### src/rtl/pixel_cap_pkg.sv
// Shared constants and state type for the pixel lane capture sink.
// Latency: n/a (package only).
// Backpressure: n/a.
package pixel_cap_pkg;

    localparam int LANES  = 8;
    localparam int PIX_W  = 8;
    localparam int WORD_W = LANES * PIX_W;
    localparam int CSUM_W = 16;
    localparam int SUM_W  = PIX_W + $clog2(LANES);

    typedef enum logic [1:0] {
        IDLE    = 2'd0,
        CAPTURE = 2'd1,
        DONE    = 2'd2
    } cap_state_t;

endpackage

### src/rtl/pixel_word_ram.sv
// Simple dual-port word RAM: synchronous write, registered read-before-write read.
// Latency: read data and valid one cycle after rd_en.
// Backpressure: none; every read and write is accepted.
module pixel_word_ram #(
    parameter int WORDS  = 4,
    parameter int ADDR_W = 2,
    parameter int DATA_W = 64
) (
    input  logic              clk,
    input  logic              rst_n,
    input  logic              wr_en,
    input  logic [ADDR_W-1:0] wr_addr,
    input  logic [DATA_W-1:0] wr_data,
    input  logic              rd_en,
    input  logic [ADDR_W-1:0] rd_addr,
    output logic [DATA_W-1:0] rd_data,
    output logic              rd_valid
);

    logic [DATA_W-1:0] mem [WORDS];

    // Storage is deliberately not reset; a frame must be captured before it is meaningful.
    always_ff @(posedge clk) begin
        if (wr_en) mem[wr_addr] <= wr_data;
    end

    always_ff @(posedge clk or negedge rst_n) begin
        if (!rst_n) begin
            rd_data  <= '0;
            rd_valid <= 1'b0;
        end else begin
            rd_valid <= rd_en;
            if (rd_en) rd_data <= mem[rd_addr];
        end
    end

endmodule

### src/rtl/pixel_lane_capture.sv
// Packs 8 pixel lanes into 64-bit words, stores one frame, tracks position and checksum.
// Latency: state/counters update on the beat edge; read port returns data one cycle after rd_en.
// Backpressure: none; beats outside CAPTURE are dropped and flagged in drop_err.
module pixel_lane_capture
    import pixel_cap_pkg::*;
#(
    parameter int IMG_W = 16,
    parameter int IMG_H = 2,
    localparam int WORDS  = IMG_W * IMG_H / LANES,
    localparam int ADDR_W = (WORDS > 1) ? $clog2(WORDS) : 1
) (
    input  logic              clk,
    input  logic              rst_n,
    input  logic              start,
    input  logic              in_valid,
    input  logic [7:0]        in1,
    input  logic [7:0]        in2,
    input  logic [7:0]        in3,
    input  logic [7:0]        in4,
    input  logic [7:0]        in5,
    input  logic [7:0]        in6,
    input  logic [7:0]        in7,
    input  logic [7:0]        in8,
    output logic              busy,
    output logic              done,
    output logic              drop_err,
    output logic [15:0]       row_idx,
    output logic [15:0]       col_idx,
    output logic [15:0]       checksum,
    input  logic              rd_en,
    input  logic [ADDR_W-1:0] rd_addr,
    output logic [63:0]       rd_data,
    output logic              rd_valid
);

    cap_state_t        state;
    logic [ADDR_W-1:0] wr_addr;
    logic [WORD_W-1:0] lane_word;
    logic [SUM_W-1:0]  lane_sum;
    logic              wr_en;
    logic              last_beat;

    assign lane_word = {in8, in7, in6, in5, in4, in3, in2, in1};
    assign wr_en     = (state == CAPTURE) && in_valid && !start;
    assign last_beat = (wr_addr == ADDR_W'(WORDS - 1));

    always_comb begin
        lane_sum = '0;
        for (int k = 0; k < LANES; k++)
            lane_sum = lane_sum + SUM_W'(lane_word[k*PIX_W +: PIX_W]);
    end

    // start has priority over any beat in the same cycle: that beat is discarded silently.
    always_ff @(posedge clk or negedge rst_n) begin
        if (!rst_n) begin
            state    <= IDLE;
            busy     <= 1'b0;
            done     <= 1'b0;
            drop_err <= 1'b0;
            wr_addr  <= '0;
            row_idx  <= '0;
            col_idx  <= '0;
            checksum <= '0;
        end else if (start) begin
            state    <= CAPTURE;
            busy     <= 1'b1;
            done     <= 1'b0;
            drop_err <= 1'b0;
            wr_addr  <= '0;
            row_idx  <= '0;
            col_idx  <= '0;
            checksum <= '0;
        end else if (in_valid) begin
            if (state == CAPTURE) begin
                checksum <= checksum + CSUM_W'(lane_sum);
                if (last_beat) begin
                    state   <= DONE;
                    busy    <= 1'b0;
                    done    <= 1'b1;
                    wr_addr <= '0;
                    row_idx <= '0;
                    col_idx <= '0;
                end else begin
                    wr_addr <= wr_addr + 1'b1;
                    if (col_idx + 16'(LANES) == 16'(IMG_W)) begin
                        col_idx <= '0;
                        row_idx <= row_idx + 16'd1;
                    end else begin
                        col_idx <= col_idx + 16'(LANES);
                    end
                end
            end else begin
                drop_err <= 1'b1;
            end
        end
    end

    pixel_word_ram #(
        .WORDS  (WORDS),
        .ADDR_W (ADDR_W),
        .DATA_W (WORD_W)
    ) u_ram (
        .clk      (clk),
        .rst_n    (rst_n),
        .wr_en    (wr_en),
        .wr_addr  (wr_addr),
        .wr_data  (lane_word),
        .rd_en    (rd_en),
        .rd_addr  (rd_addr),
        .rd_data  (rd_data),
        .rd_valid (rd_valid)
    );

endmodule

### config.mk
export PLATFORM = sky130hd
export DESIGN_NAME = pixel_lane_capture
export DESIGN_NICKNAME = d
export VERILOG_FILES = /design/src/rtl/pixel_cap_pkg.sv /design/src/rtl/pixel_word_ram.sv /design/src/rtl/pixel_lane_capture.sv
export SDC_FILE = /design/constraint.sdc
export NUM_CORES = 1
export LEC_CHECK = 0
export CAP_MARGIN = 30
export CORE_MARGIN = 1
export CORE_UTILIZATION = 60
export DETAILED_ROUTE_END_ITERATION = 10
export HOLD_SLACK_MARGIN = 0.03
export PLACE_DENSITY = 0.94
export SLEW_MARGIN = 20
export SYNTH_ARGS = -nofsm -noshare
export SYNTH_HDL_FRONTEND = slang
export SYNTH_SLANG_ARGS = --single-unit
### constraint.sdc
create_clock -name clk -period 10.3 [get_ports clk]
set_input_delay 1.03 -clock clk [delete_from_list [all_inputs] [get_ports clk]]
set_output_delay 1.03 -clock clk [all_outputs]
set_load 0.01 [all_outputs]
==> metrics.csv <==
stage,metric,value,unit
timing,hold_viol,0,
logic_synthesis,synth_edf_count,256,
setup_path,r2r_setup_slack,5.59,ns
clocking,hold_bufs_inserted_after_cts,0,
power_and_ir_drop,share_comb_of_total_power,0.316,
global_route,globalRoute.totalOverflow,0,
logic_synthesis,yosysTopAreaCellShare,0.471,
routing,drt_iter0_drc,878,
finish,sequential_cell_area,10600,um^2
power_and_ir_drop,power.share.switching,0.321,
routing,wl,39800,um
setup_path,critical_path_rt,10.70,ns
logic_synthesis,synthFlopType,sky130_fd_sc_hd__edfxtp_1,
power_and_ir_drop,share_clk_of_total_power,0.297,
floorplanning,num_io_pins,187,
setup_path,crit-reg2reg-launch,checksum[2],
setup_path,path_cells,clkdlybuf4s50_1 > inv_1 > fa_1 > inv_1 > fa_1 > fa_1 > inv_1 > fa_1 > inv_1 > ha_1 > fa_1 > a21o_1 > a21oi_1 > o21ai_0 > a21oi_1 > o21ai_0 > xnor2_1 > nor2_1,
setup_path,worst_r2r_dst,checksum[12],
logic_synthesis,synth.most_common_cell,sky130_fd_sc_hd__edfxtp_1,
floorplanning,dieHeight,167,um
clocking,clock_insertion_delay_worst_skew,0.54,ns
global_route,antenna_found_initial,2,
placed_design,dp_hpwl,24300,um
power_and_ir_drop,net-switching-power,0.00146,W
logic_synthesis,syn_inst,993,
timing,final_period_minus_worst_setup_slack,5.81,ns
power_and_ir_drop,sequentialPowerShare,0.387,
logic_synthesis,synthArstFlopShare,0.310,
clocking,clockBufferDepth,3,
timing,unrepaired_setup_endpoints_after_global_routing,no,
placed_design,place.detailed.instances,1478,
routing,drt-pass1-iter-count,5,
logic_synthesis,yosysUniqueCellTypes,54,
global_route,grt_start_max_net_pins,67,
finish,final.fill_count,1436,
setup_path,path_buf_inv,5,
clocking,cts-root-buf,sky130_fd_sc_hd__clkbuf_16,
logic_synthesis,yosys-top-cells-count,"sky130_fd_sc_hd__edfxtp_1 (256), sky130_fd_sc_hd__dfrtp_1 (115), sky130_fd_sc_hd__inv_1 (91), sky130_fd_sc_hd__mux2_2 (64), sky130_fd_sc_hd__mux4_2 (64)",
timing,finalSetupTns,0,ns
power_and_ir_drop,power.ir.vdd_worst,0.000248,V
clocking,htreeDepth,2,
status,run_status,"complete, no violations",
timing,drv_slew,0,
timing,max_freq,0.172,GHz
logic_synthesis,register_bit_total_from_synthesis,371,
timing,finalSetupViolations,0,
timing,setup_ws,4.49,ns
logic_synthesis,syn_area_per_cell,16.4,um^2
finish,final_core_utilization,0.747,
setup_path,crit_end,checksum[12],
routing,postRouteAntennaNets,0,
clocking,cts_repair_resize_count,0,
global_route,grt_pass1_vias,10047,
floorplanning,initial_utilization,0.619,
timing,timing.slew.headroom,0.341,
setup_path,crit_path_end_kind,flop,
setup_path,timing.critical_path.max_delay_family,adder cells,
finish,areaGrowthSynthToFinish,20.7,%
power_and_ir_drop,total_leakage_power,7.38,nW
finish,final-instance-count-excl-fill,1548,
timing,tightest_slew,0.988,ns
setup_path,cp.arrival,6.21,ns
placed_design,place_congestion,0.862,
routing,drt-wirelength-per-cell,25.7,um
placed_design,portBuffers,183,
clocking,tritoncts_clock_tree,built,
logic_synthesis,synth.area.top_cells,"sky130_fd_sc_hd__edfxtp_1 (47%), sky130_fd_sc_hd__dfrtp_1 (18%), sky130_fd_sc_hd__mux4_2 (8.8%), sky130_fd_sc_hd__fa_1 (6.8%), sky130_fd_sc_hd__mux2_2 (4.4%)",
finish,multi_input_comb_area,5210,um^2
clocking,cts.sinks,371,
logic_synthesis,synthDominantAreaCellType,sky130_fd_sc_hd__edfxtp_1,
flow_run,max_cap_violations,0,
timing,final.setup_skew,0.0188,ns
floorplanning,floorplan.die.width,167,um
setup_path,crit_path_max_incr_delay,0.63,ns
clocking,cts_setup_buffers,0,
setup_path,crit_path_frequent_cell,sky130_fd_sc_hd__fa_1,
setup_path,timing.critical_path.from_type,input pin,
hold_path,min_path_type,flop to flop,
routing,drc,0,
setup_path,classification_of_the_worst_setup_path,input pin to flop,
setup_path,timing.critical_path.depth,18,
power_and_ir_drop,powerDensity,230,nW/um^2
finish,final_nets,1332,
placed_design,place_ws,4.28,ns
setup_path,critical_path.slowest_cell,sky130_fd_sc_hd__fa_1,
global_route,grtUsageTotal,0.294,
logic_synthesis,synth.yosys.seq_area_share,0.648,
global_route,global_route_wire_length_before_repair,60800,um
floorplanning,placementRows,59,
finish,post_route_cells_drive_above_1_share,0.178,
setup_path,worst_setup_path_startpoint,in1[2],
floorplanning,die_area,27800,um^2
logic_synthesis,synth.cell_area,16300,um^2
power_and_ir_drop,p_int,0.00307,W
setup_path,critPathMaxFanout,5,
clocking,cts-buffers-inserted,37,
clocking,clock_transition_at_the_registers_of_the_reported_paths,0.07,ns
routing,detail_routed_via_count_per_cell,6.31,
logic_synthesis,synth.yosys.warnings,0,
floorplanning,core_area,26400,um^2
setup_path,timing.reg2reg.worst_path_depth,15,
routing,vias,9771,
timing,final.period_utilization,0.564,
## cell families (layout without fill, tap and decap cells)
logic type | Yosys count | after routing | share of synthesized area
buffers and inverters | 139 | 356 | 0.0335
xor gates and xnor gates | 14 | 14 | 0.00752
and+or+nand+nor | 168 | 168 | 0.0559
DFF | 371 | 371 | 0.648
other | 1 | 4 | 0.000230
adders and majority gates | 78 | 78 | 0.0852
muxes | 129 | 129 | 0.133
AOI/OAI and AO/OA | 93 | 93 | 0.0367
## metal layers
metal / vias up / global-route usage / wire length (um) / part of all wire
li1: 4085 / - / - / -
met1: 5011 / 0.379 / 14700 / 0.37
met2: 533 / 0.483 / 19800 / 0.50
met3: 140 / 0.0665 / 3420 / 0.086
met4: 2 / 0.131 / 1900 / 0.048
met5: - / 0 / 12 / 0.00030
## worst min-delay path by stage
stage,start,endpoint,depth (start not counted)
2_1_floorplan,row_idx[15],row_idx[15],1
3_3_place_gp,row_idx[15],row_idx[15],1
3_5_place_dp,row_idx[15],row_idx[15],1
6_report,u_ram.rd_data[34],u_ram.rd_data[34],1
5_1_grt,u_ram.rd_data[61],u_ram.rd_data[61],1
4_1_cts,row_idx[15],row_idx[15],1
## layout make-up
type                            instances  share of cell area
Clock buffer                           47              0.0505
Multi-Input combinational cell        485               0.265
Inverter                               91              0.0174
Timing Repair Buffer                  197              0.0983
Clock inverter                         21              0.0108
Antenna cell                            1            0.000127
Sequential cell                       371               0.537
Tap cell                              335              0.0213
## stage by stage
step           total power (W)  cell area (um^2)  hold slack, ns
3_5_place_dp           0.00305             18500           0.474
3_3_place_gp           0.00296             18400           0.478
6_report               0.00453             19700           0.503
5_1_grt                0.00472             19700           0.510
2_1_floorplan          0.00262             16300           0.513
4_1_cts                0.00450             19700           0.494
## power groups by stage
| stage | combinational (W) | clock, W | sequential, W |
|---|---|---|---|
| 2_1_floorplan | 0.000839 | 0 | 0.00179 |
| 3_3_place_gp | 0.00119 | 0 | 0.00177 |
| 3_5_place_dp | 0.00127 | 0 | 0.00178 |
| 4_1_cts | 0.00140 | 0.00135 | 0.00175 |
| 5_1_grt | 0.00155 | 0.00141 | 0.00176 |
| 6_report | 0.00143 | 0.00134 | 0.00175 |
## flip-flops by register name, summed over array words and instances, names as in the netlist, 2 cells and up
name           flops
u_ram.rd_data     64
row_idx           16
wr_addr            2
col_idx           13
checksum          16
u_ram.mem        256
## layout by cell type, fill, tap and decap left out, types with 4 or more instances in the layout
master and instances:
sky130_fd_sc_hd__clkbuf_16 38, sky130_fd_sc_hd__nor3_1 5, sky130_fd_sc_hd__a21oi_1 22, sky130_fd_sc_hd__o211ai_1 10, sky130_fd_sc_hd__ha_1 23, sky130_fd_sc_hd__nor4_1 7, sky130_fd_sc_hd__o21ai_0 24, sky130_fd_sc_hd__o31ai_1 5
sky130_fd_sc_hd__dfrtp_1 115, sky130_fd_sc_hd__mux2_2 64, sky130_fd_sc_hd__edfxtp_1 256, sky130_fd_sc_hd__or4_1 9, sky130_fd_sc_hd__a31oi_1 10, sky130_fd_sc_hd__nor4b_1 8, sky130_fd_sc_hd__nand2_1 61, sky130_fd_sc_hd__clkinv_1 6
sky130_fd_sc_hd__mux4_2 64, sky130_fd_sc_hd__clkbuf_1 8, sky130_fd_sc_hd__a21o_1 4, sky130_fd_sc_hd__and3_2 4, sky130_fd_sc_hd__buf_4 15, sky130_fd_sc_hd__clkinv_2 6, sky130_fd_sc_hd__nand3_1 20, sky130_fd_sc_hd__or3_1 4
sky130_fd_sc_hd__fa_1 55, sky130_fd_sc_hd__nand4_1 5, sky130_fd_sc_hd__nor2_1 18, sky130_fd_sc_hd__inv_1 91, sky130_fd_sc_hd__xnor2_1 14, sky130_fd_sc_hd__and3_1 6, sky130_fd_sc_hd__clkdlybuf4s50_1 179
(Power assumes the default switching activity.)
